==> config.mk <==
export PLATFORM = sky130hd
export DESIGN_NAME = fetch_stage
export DESIGN_NICKNAME = d
export VERILOG_FILES = /design/src/rtl/cpu_pkg.sv /design/src/rtl/fetch_queue.sv /design/src/rtl/fetch_stage.sv
export SDC_FILE = /design/constraint.sdc
export NUM_CORES = 1
export LEC_CHECK = 0
export CAP_MARGIN = 5
export CORE_MARGIN = 2
export CORE_UTILIZATION = 32
export DETAILED_ROUTE_END_ITERATION = 10
export GPL_TIMING_DRIVEN = 0
export SLEW_MARGIN = 10
export SYNTH_ARGS = -nofsm -noshare
export SYNTH_HDL_FRONTEND = slang
export SYNTH_HIERARCHICAL = 1
export SYNTH_SLANG_ARGS = --single-unit
==> constraint.sdc <==
create_clock -name clk -period 5 [get_ports clk]
set_input_delay 1 -clock clk [delete_from_list [all_inputs] [get_ports clk]]
set_output_delay 1 -clock clk [all_outputs]
set_load 0.05 [all_outputs]
==> src/rtl/cpu_pkg.sv <==
// Shared CPU front-end definitions: opcode constants, the canonical NOP, the
// fetch-pair record carried from the fetch stage to decode, and a J-type
// immediate decoder used by the optional JAL predecode.
package cpu_pkg;

  localparam logic [6:0]  OPCODE_JAL    = 7'b1101111;
  localparam logic [6:0]  OPCODE_JALR   = 7'b1100111;
  localparam logic [6:0]  OPCODE_BRANCH = 7'b1100011;
  localparam logic [6:0]  OPCODE_OPIMM  = 7'b0010011;

  // addi x0, x0, 0
  localparam logic [31:0] NOP_INSTR = 32'h0000_0013;

  // One fetched instruction pair as held in the fetch queue.
  typedef struct packed {
    logic [31:0] pc;      // byte PC of slot 0
    logic [31:0] instr1;  // slot 0 instruction
    logic [31:0] instr2;  // slot 1 instruction (pc + 4)
    logic        v2;      // slot 1 is valid
    logic        pred;    // pair ends in a predicted-taken JAL
  } fetch_pair_t;

  localparam int FETCH_PAIR_W = $bits(fetch_pair_t);

  // Sign-extended J-type immediate: imm[20|10:1|11|19:12] in bits 31:12.
  function automatic logic [31:0] jal_imm(input logic [31:0] instr);
    return {{12{instr[31]}}, instr[19:12], instr[20], instr[30:21], 1'b0};
  endfunction

endpackage

==> src/rtl/fetch_queue.sv <==
// Synchronous FIFO of fetch pairs between the fetch stage and decode.
// Ports:
//   clk, rst         clock, asynchronous active-high reset
//   flush            clears the queue; wins over push and pop
//   push, push_data  enqueue a pair (ignored when full)
//   pop              dequeue the head pair (ignored when empty)
//   head             pair at the head (undefined when empty)
//   empty, count     occupancy status
module fetch_queue
  import cpu_pkg::*;
#(
  parameter int DEPTH = 4
) (
  input  logic                     clk,
  input  logic                     rst,
  input  logic                     flush,
  input  logic                     push,
  input  fetch_pair_t              push_data,
  input  logic                     pop,
  output fetch_pair_t              head,
  output logic                     empty,
  output logic [$clog2(DEPTH):0]   count
);

  localparam int AW = $clog2(DEPTH);
  localparam logic [AW:0] FULL_CNT = (AW+1)'(DEPTH);

  fetch_pair_t   mem_r [DEPTH];
  logic [AW-1:0] wr_ptr_r;
  logic [AW-1:0] rd_ptr_r;
  logic [AW:0]   count_r;
  logic          do_push_s;
  logic          do_pop_s;

  // Qualify push/pop against occupancy.
  always_comb begin
    do_push_s = push && (count_r != FULL_CNT);
    do_pop_s  = pop && (count_r != {(AW+1){1'b0}});
  end

  // Pair storage; contents are don't-care until written.
  always_ff @(posedge clk) begin
    if (do_push_s && !flush) begin
      mem_r[wr_ptr_r] <= push_data;
    end
  end

  // Pointer and occupancy bookkeeping; flush overrides push and pop.
  always_ff @(posedge clk or posedge rst) begin
    if (rst) begin
      wr_ptr_r <= {AW{1'b0}};
      rd_ptr_r <= {AW{1'b0}};
      count_r  <= {(AW+1){1'b0}};
    end else if (flush) begin
      wr_ptr_r <= {AW{1'b0}};
      rd_ptr_r <= {AW{1'b0}};
      count_r  <= {(AW+1){1'b0}};
    end else begin
      if (do_push_s) begin
        wr_ptr_r <= wr_ptr_r + AW'(1'b1);
      end
      if (do_pop_s) begin
        rd_ptr_r <= rd_ptr_r + AW'(1'b1);
      end
      case ({do_push_s, do_pop_s})
        2'b10:   count_r <= count_r + (AW+1)'(1'b1);
        2'b01:   count_r <= count_r - (AW+1)'(1'b1);
        default: count_r <= count_r;
      endcase
    end
  end

  assign head  = mem_r[rd_ptr_r];
  assign empty = (count_r == {(AW+1){1'b0}});
  assign count = count_r;

endmodule

==> src/rtl/fetch_stage.sv <==
// Dual-issue fetch stage. Owns the PC, drives the two-word-per-clock ROM
// (one-cycle registered read), buffers fetched pairs in fetch_queue and
// flushes on back-end redirects.
// Optional feature macro: FETCH_JAL_PREDICT_EN adds JAL predecode with an
// internal redirect and the id_pred_taken output.
// Ports:
//   clk, rst                       clock, asynchronous active-high reset
//   rom_addr                       ROM word address (pc[ROM_AW+1:2])
//   rom_instr1, rom_instr2         ROM words at rom_addr / rom_addr+1, 1-cycle late
//   redirect_valid, redirect_pc    back-end redirect request and target
//   id_valid, id_ready             head-pair handshake with decode
//   id_pc, id_instr1, id_instr2    head pair contents
//   id_valid2                      slot 1 of head pair is valid
//   id_pred_taken                  (feature only) head pair ends in taken JAL
module fetch_stage
  import cpu_pkg::*;
#(
  parameter logic [31:0] RESET_PC = 32'h0000_0000,
  parameter int          QDEPTH   = 4,
  parameter int          ROM_AW   = 10
) (
  input  logic              clk,
  input  logic              rst,
  output logic [ROM_AW-1:0] rom_addr,
  input  logic [31:0]       rom_instr1,
  input  logic [31:0]       rom_instr2,
  input  logic              redirect_valid,
  input  logic [31:0]       redirect_pc,
  output logic              id_valid,
  input  logic              id_ready,
  output logic [31:0]       id_pc,
  output logic [31:0]       id_instr1,
  output logic [31:0]       id_instr2,
  output logic              id_valid2
`ifdef FETCH_JAL_PREDICT_EN
  ,
  output logic              id_pred_taken
`endif
);

  localparam int CW = $clog2(QDEPTH) + 1;

  logic [31:0]  pc_r;
  logic [31:0]  inflight_pc_r;
  logic         inflight_r;

  logic [CW-1:0] q_count_s;
  logic          q_empty_s;
  fetch_pair_t   q_head_s;
  fetch_pair_t   push_pair_s;
  logic [CW:0]   occupancy_s;
  logic          capture_s;
  logic          issue_s;
  logic          redir_s;
  logic [31:0]   redir_target_s;
  logic          v2_base_s;
  logic          q_pop_s;

  assign rom_addr = pc_r[ROM_AW+1:2];

  // Capture decision, pair assembly and redirect selection.
  always_comb begin
    capture_s      = inflight_r && !redirect_valid;
    // The ROM's second word comes from addr+1, which is off the end at the top word.
    v2_base_s      = !(&inflight_pc_r[ROM_AW+1:2]);
    push_pair_s.pc     = inflight_pc_r;
    push_pair_s.instr1 = rom_instr1;
    push_pair_s.instr2 = rom_instr2;
    push_pair_s.v2     = v2_base_s;
    push_pair_s.pred   = 1'b0;
    redir_s        = redirect_valid;
    redir_target_s = redirect_pc;
`ifdef FETCH_JAL_PREDICT_EN
    // External redirect already blocks capture, so it keeps priority here.
    if (capture_s && (rom_instr1[6:0] == OPCODE_JAL)) begin
      push_pair_s.v2   = 1'b0;
      push_pair_s.pred = 1'b1;
      redir_s          = 1'b1;
      redir_target_s   = inflight_pc_r + jal_imm(rom_instr1);
    end else if (capture_s && v2_base_s && (rom_instr2[6:0] == OPCODE_JAL)) begin
      push_pair_s.pred = 1'b1;
      redir_s          = 1'b1;
      redir_target_s   = inflight_pc_r + 32'd4 + jal_imm(rom_instr2);
    end else begin
      redir_s          = redirect_valid;
    end
`endif
  end

  // Issue only while every in-flight pair is guaranteed a queue slot.
  always_comb begin
    occupancy_s = {1'b0, q_count_s} + {{CW{1'b0}}, inflight_r};
    issue_s     = !redir_s && (occupancy_s < (CW+1)'(QDEPTH));
    q_pop_s     = !q_empty_s && id_ready;
  end

  // PC and in-flight tracking; a redirect discards any in-flight ROM read.
  always_ff @(posedge clk or posedge rst) begin
    if (rst) begin
      pc_r          <= RESET_PC;
      inflight_r    <= 1'b0;
      inflight_pc_r <= 32'h0000_0000;
    end else if (redir_s) begin
      pc_r          <= {redir_target_s[31:2], 2'b00};
      inflight_r    <= 1'b0;
    end else if (issue_s) begin
      pc_r          <= pc_r + 32'd8;
      inflight_r    <= 1'b1;
      inflight_pc_r <= pc_r;
    end else begin
      inflight_r    <= 1'b0;
    end
  end

  fetch_queue #(
    .DEPTH (QDEPTH)
  ) u_queue (
    .clk       (clk),
    .rst       (rst),
    .flush     (redirect_valid),
    .push      (capture_s),
    .push_data (push_pair_s),
    .pop       (q_pop_s),
    .head      (q_head_s),
    .empty     (q_empty_s),
    .count     (q_count_s)
  );

`ifndef FETCH_JAL_PREDICT_EN
  logic unused_pred_s;
  assign unused_pred_s = q_head_s.pred;
`endif

  // Present the head pair to decode, NOPs when the queue is empty.
  always_comb begin
    if (q_empty_s) begin
      id_valid      = 1'b0;
      id_valid2     = 1'b0;
      id_pc         = 32'h0000_0000;
      id_instr1     = NOP_INSTR;
      id_instr2     = NOP_INSTR;
`ifdef FETCH_JAL_PREDICT_EN
      id_pred_taken = 1'b0;
`endif
    end else begin
      id_valid      = 1'b1;
      id_valid2     = q_head_s.v2;
      id_pc         = q_head_s.pc;
      id_instr1     = q_head_s.instr1;
      id_instr2     = q_head_s.instr2;
`ifdef FETCH_JAL_PREDICT_EN
      id_pred_taken = q_head_s.pred;
`endif
    end
  end

endmodule
# ---- Yosys cells after proc, flatten, opt, wreduce, memory -nomap -nowiden
# Memory sizes are Yosys's and may differ from the RTL's.
# Cells that the tools add are included.
dict set report word_totals {
  register_bits 72
  ram_bits 388
  input_bits 100
  out_inout_bits 108
  wordCells 52
  n_memories 1
}
dict set report classes {
  n_addsub 6
  n_lt_le_gt_ge 1
  eq_ne 3
  n_mux 17
  bitwise_logic 1
  n_reduce_logical 17
}
# name words width read_ports rd_ports_with_merged_regs wr line_no
set mem_list {}
lappend mem_list {u_queue.mem_r 4 97 1 0 1 fetch_queue.sv:28} ;# fetch_pair_t mem_r [DEPTH];
# cell count
set ops {}
lappend ops {{$mux 32} 5}
lappend ops {{$add 32x4->32 const B} 1}
lappend ops {{$reduce_and 10->1} 1}
lappend ops {{$mux 2} 4}
lappend ops {{$logic_and 1x1->1} 6}
lappend ops {{$mux 1} 6}
lappend ops {{$pmux 3 s2} 1}
lappend ops {{$reduce_bool 2->1} 3}
lappend ops {{$reduce_bool 3->1} 2}
lappend ops {{$add 2x1->2 const B} 2}
lappend ops {{$add 3x1->4} 1}
lappend ops {{$lt 4x3->1 const B} 1}
lappend ops {{$add 3x1->3 const B} 1}
lappend ops {{$logic_not 1->1} 3}
lappend ops {{$logic_not 3->1} 1}
lappend ops {{$mux 3} 1}
lappend ops {{$ne 3x3->1 const B} 1}
lappend ops {{$sub 3x1->3 const B} 1}
lappend ops {{$eq 2x1->1 const B} 1}
lappend ops {{$eq 2x2->1 const B} 1}
lappend ops {{$reduce_and 2->1} 1}
lappend ops {{$not 1->1} 1}

# ---- Depth between registers and ports, before layout
dict set report logic_depth {
  depth_word 7
  mapped_depth 13
  depth_no_buf 9
}

# ---- Modules after synthesis
# The synthesis kept the hierarchy.
# mod n_inst cells_each area_per_inst_um2 seq_area_each_um2
set modules_own_cells {}
lappend modules_own_cells {fetch_queue 1 577 14814.2 11946.5}
lappend modules_own_cells {fetch_stage 1 390 3697.3 1526.5}

# ---- Least setup slack after synthesis
# Ideal clock, no wire load.
dict set report synth_timing {
  path_kind {input to register}
  startpoint {input port redirect_valid}
  endpoint {memory u_queue/mem_r[1][0] (netlist bit), enable pin}
  setup_time_ps 468
  arrival_ps 4224
  required_time_ps 4532
  slack_ps 308
  path_stages 6
  path_buffers 2
  cell_sequence {clkbuf_1 -> clkbuf_1 -> nor2b_1 -> inv_1 -> nor3_1 -> and2_1}
}
dict set report synth_between {
  elab_chain_len 6
}
# item line_no
set synth_lines {}
lappend synth_lines {{start, declared} fetch_stage.sv:27} ;# input logic redirect_valid,
lappend synth_lines {{$logic_not 1->1} fetch_stage.sv:63} ;# capture_s = inflight_r && !redirect_valid;
lappend synth_lines {{$logic_and 1x1->1} fetch_stage.sv:63}
lappend synth_lines {{via capture_s} fetch_stage.sv:52} ;# logic capture_s;
lappend synth_lines {{$logic_and 1x1->1} fetch_queue.sv:37} ;# do_push_s = push && (count_r != FULL_CNT);
lappend synth_lines {{$logic_and 1x1->1} fetch_queue.sv:43} ;# if (do_push_s && !flush) begin
lappend synth_lines {{$mux 1} fetch_queue.sv:43}
lappend synth_lines {{$mux 1 (implied by the code)} fetch_queue.sv:44} ;# mem_r[wr_ptr_r] <= push_data;
lappend synth_lines {{end, declared} fetch_queue.sv:28}
# The timed path passes the listed nets, and every way through them passes these cells.

# ---- Final worst setup path
dict set report layout_timing {
  startpoint {register u_queue.count_r[0], in the netlist u_queue/count[0]}
  endpoint {output port id_instr2[1]}
}
dict set report layout_between {
  elab_chain_len 2
}
# item line_no
set layout_lines {}
lappend layout_lines {{start, declared} fetch_queue.sv:31} ;# logic [AW:0] count_r;
lappend layout_lines {{start signal, assigned} fetch_queue.sv:53} ;# count_r <= {(AW+1){1'b0}};
lappend layout_lines {{start signal, assigned} fetch_queue.sv:57} ;# count_r <= {(AW+1){1'b0}};
lappend layout_lines {{start signal, assigned} fetch_queue.sv:66} ;# 2'b10: count_r <= count_r + (AW+1)'(1'b1);
lappend layout_lines {{$logic_not 3->1} fetch_queue.sv:74} ;# assign empty = (count_r == {(AW+1){1'b0}});
lappend layout_lines {{via q_empty_s} fetch_stage.sv:48} ;# logic q_empty_s;
lappend layout_lines {{$mux 32} fetch_stage.sv:136} ;# if (q_empty_s) begin
lappend layout_lines {{end, declared} fetch_stage.sv:33} ;# output logic [31:0] id_instr2,
# The timed path passes the listed nets, and every way through them passes these cells.

==> key figures <==
STA
  – Max Clk Rate: 217 MHz
  – Final Slew Violations: 0
  – Final setup fails: 0
  – Worst clock skew: 13.1 ps
  – Min Clock Period, post-route: 4620 ps
  – Worst-margin pin slew: 770 ps
  – Final hold vios: 0
  – RSZ-0062 raised after global routing: no
  – Period utilization: 92.4%
  – Max_slew headroom: 48.7%

Placed design
  – DP Area: 21,600 um2
  – Final Wtd Congestion: 0.770
  – Number of port buffers: 205
  – HPWL after DPL: 26,500 um

Floorplan
  – Die height: 244 um
  – Number of placement rows: 87
  – Top Ports: 208
  – Chip width: 244 um
  – Starting density of the core: 32.5%
  – Die area: 59,300 um2
  – Core Region: 56,600 um2

Critical path
  – Reg2Reg Depth: 12
  – Critical R2R Launch: u_queue/count[0]
  – R2R Setup Slk: 1440 ps
  – WP data required: 4000 ps
  – Worst endpoint data arrival time: 3620 ps
  – Crit-path max FO: 10
  – Worst Setup Start Kind: flip-flop
  – Critical path type: reg2out
  – Crit. End Element: primary output
  – RR Endpoint: u_queue/count[1]

Clocking
  – Clk slew on worst S/H paths: 60 ps
  – Max clock buf depth: 3
  – CTS tree: built
  – Post-CTS Setup Bufs: 0
  – CTS H-Tree Depth: 2
  – Sink Count: 456
  – Num CTS Buffers: 51
  – Root Driver: clkbuf_16
  – Clock Latency Late Sink: 590 ps
  – Post-CTS Resized: 2
  – Cts hold-fix bufs: 0

Final layout
  – Area grow syn2layout: 26.7%
  – Total Nets Final: 1,340
  – Area of the multi-input gates: 4530 um2
  – Antenna fix cells: 0
  – Filler cells: 5,129
  – Layout cells sized above 1: 21.3%
  – Sequential cell area: 13,400 um2
  – Final Cell Area: 23,300 um2

Status
  – Run status: complete, no violations

Power and ir drop
  – Final Total Pwr: 8.66 mW
  – Leakage power: 7.45 nW
  – Max IR drop VDD: 0.000261 V
  – Power Dens Cells: 372 nW/um2

Global routing
  – Vias in the first global route: 10,100
  – Largest net degree at the start of global routing: 62
  – GRT Residual Overflow: 0
  – GRT Util Overall: 13.9%
  – Antenna violations before repair: 3
  – First-pass GRT wire length: 61,900 um

Drt
  – # DRC: 0
  – DR WL/cell: 20.2 um
  – DR pass1 iterations: 5
  – Drt total wl: 41,000 um
  – First DRT Iteration DRCs: 549
  – Vias per cell: 4.76
  – DR vias: 9,657
  – DRT antenna net count: 0

Synth
  – Yosys warns: 6
  – Post-synthesis cell area: 18,400 um2
  – Post-Synthesis Cells: 962
  – Avg Synthesized Cell Area: 19.1 um2

Min path
  – Worst Hold Path EP: u_queue/mem_r[0][90]
  – Hold depth: 0
  – Hold_sp: inflight_pc_r[24]
  – Hold crit path type: reg2reg

Job
  – Max-cap violations: 0
[registers in the layout, summed over array words and instances (netlist names)]
register          cells
u_queue/wr_ptr_r      2
u_queue/count         3
u_queue/mem_r       388
inflight_pc_r        30
pc_r                 30
inflight_r            1
u_queue/rd_ptr_r      2
[per-stage QoR]
stage          utilization (%)  setup TNS, ps  worst slack [ps]  std cells  hold slack, ps
2_1_floorplan                -              0               332        969             472
3_3_place_gp              37.8       -1157520             -3030       1930             490
3_5_place_dp              38.2          -1080              -152       1938             505
4_1_cts                   41.1              0               192       2030             514
5_1_grt                   41.1              0               123       2030             544
6_report                  41.1              0               382       2030             516
[cells in the final DEF, fill, tap and decap left out, drive strengths merged, types with 14 or more instances in the layout]
| cell | n |
|---|---|
| edfxtp | 388 |
| clkdlybuf4s50 | 205 |
| mux4 | 97 |
| nor2b | 96 |
| clkbuf | 88 |
| dfrtp | 68 |
| buf | 46 |
| mux2 | 31 |
| nand2 | 25 |
| o21ai | 22 |
| nor2 | 20 |
| clkinv | 17 |
| a31oi | 14 |
| inv | 14 |
[area by class of cell]
cell class | instances | share of cell area, %
multi-input cells | 442 | 19.5
flip-flops and latches | 456 | 57.4
well taps | 756 | 4.06
plain buffers | 58 | 2.03
clock inverters | 25 | 1.13
clock buffers | 68 | 6.02
repair buffers | 213 | 9.70
inverters | 12 | 0.204
[how the worst max path moves through the flow]
stage                          start                   end  slack, ps  cells past startpoint
finish              u_queue/count[0]          id_instr2[1]        380                      7
global route        u_queue/count[0]          id_instr2[1]        120                      7
floorplan             redirect_valid  u_queue/mem_r[1][10]        330                      6
global placement      redirect_valid  u_queue/mem_r[1][53]      -3030                      7
CTS                 u_queue/count[0]          id_instr2[4]        190                      7
detailed placement  u_queue/count[0]             id_pc[19]       -150                      8
[layer usage]
metal / vias up / global-route usage [%] / wire, um
met3: 60 / 3.01 / 2400
li1: 4354 / - / -
met4: 6 / 4.32 / 889
met2: 253 / 23.2 / 20100
met1: 4984 / 18.0 / 17600
met5: - / 0 / 39
[report_power, final]
part / internal [mW] / total, mW / switching [mW] / leakage, nW
clock: 2.22 / 3.69 / 1.47 / 0.813
combinational: 0.258 / 0.585 / 0.327 / 2.35
sequential: 4.28 / 4.39 / 0.110 / 4.29
total: 6.76 / 8.66 / 1.90 / 7.45
[worst max-delay path, stage by stage (launching register included)]
cell and delay [ps]:
dfrtp_1 450, buf_2 220, or2_1 250, nor2_1 90, clkbuf_2 390, clkbuf_1 520
or2_2 230, clkdlybuf4s50_1 870
No activity file was read; power rests on OpenSTA's default activity.
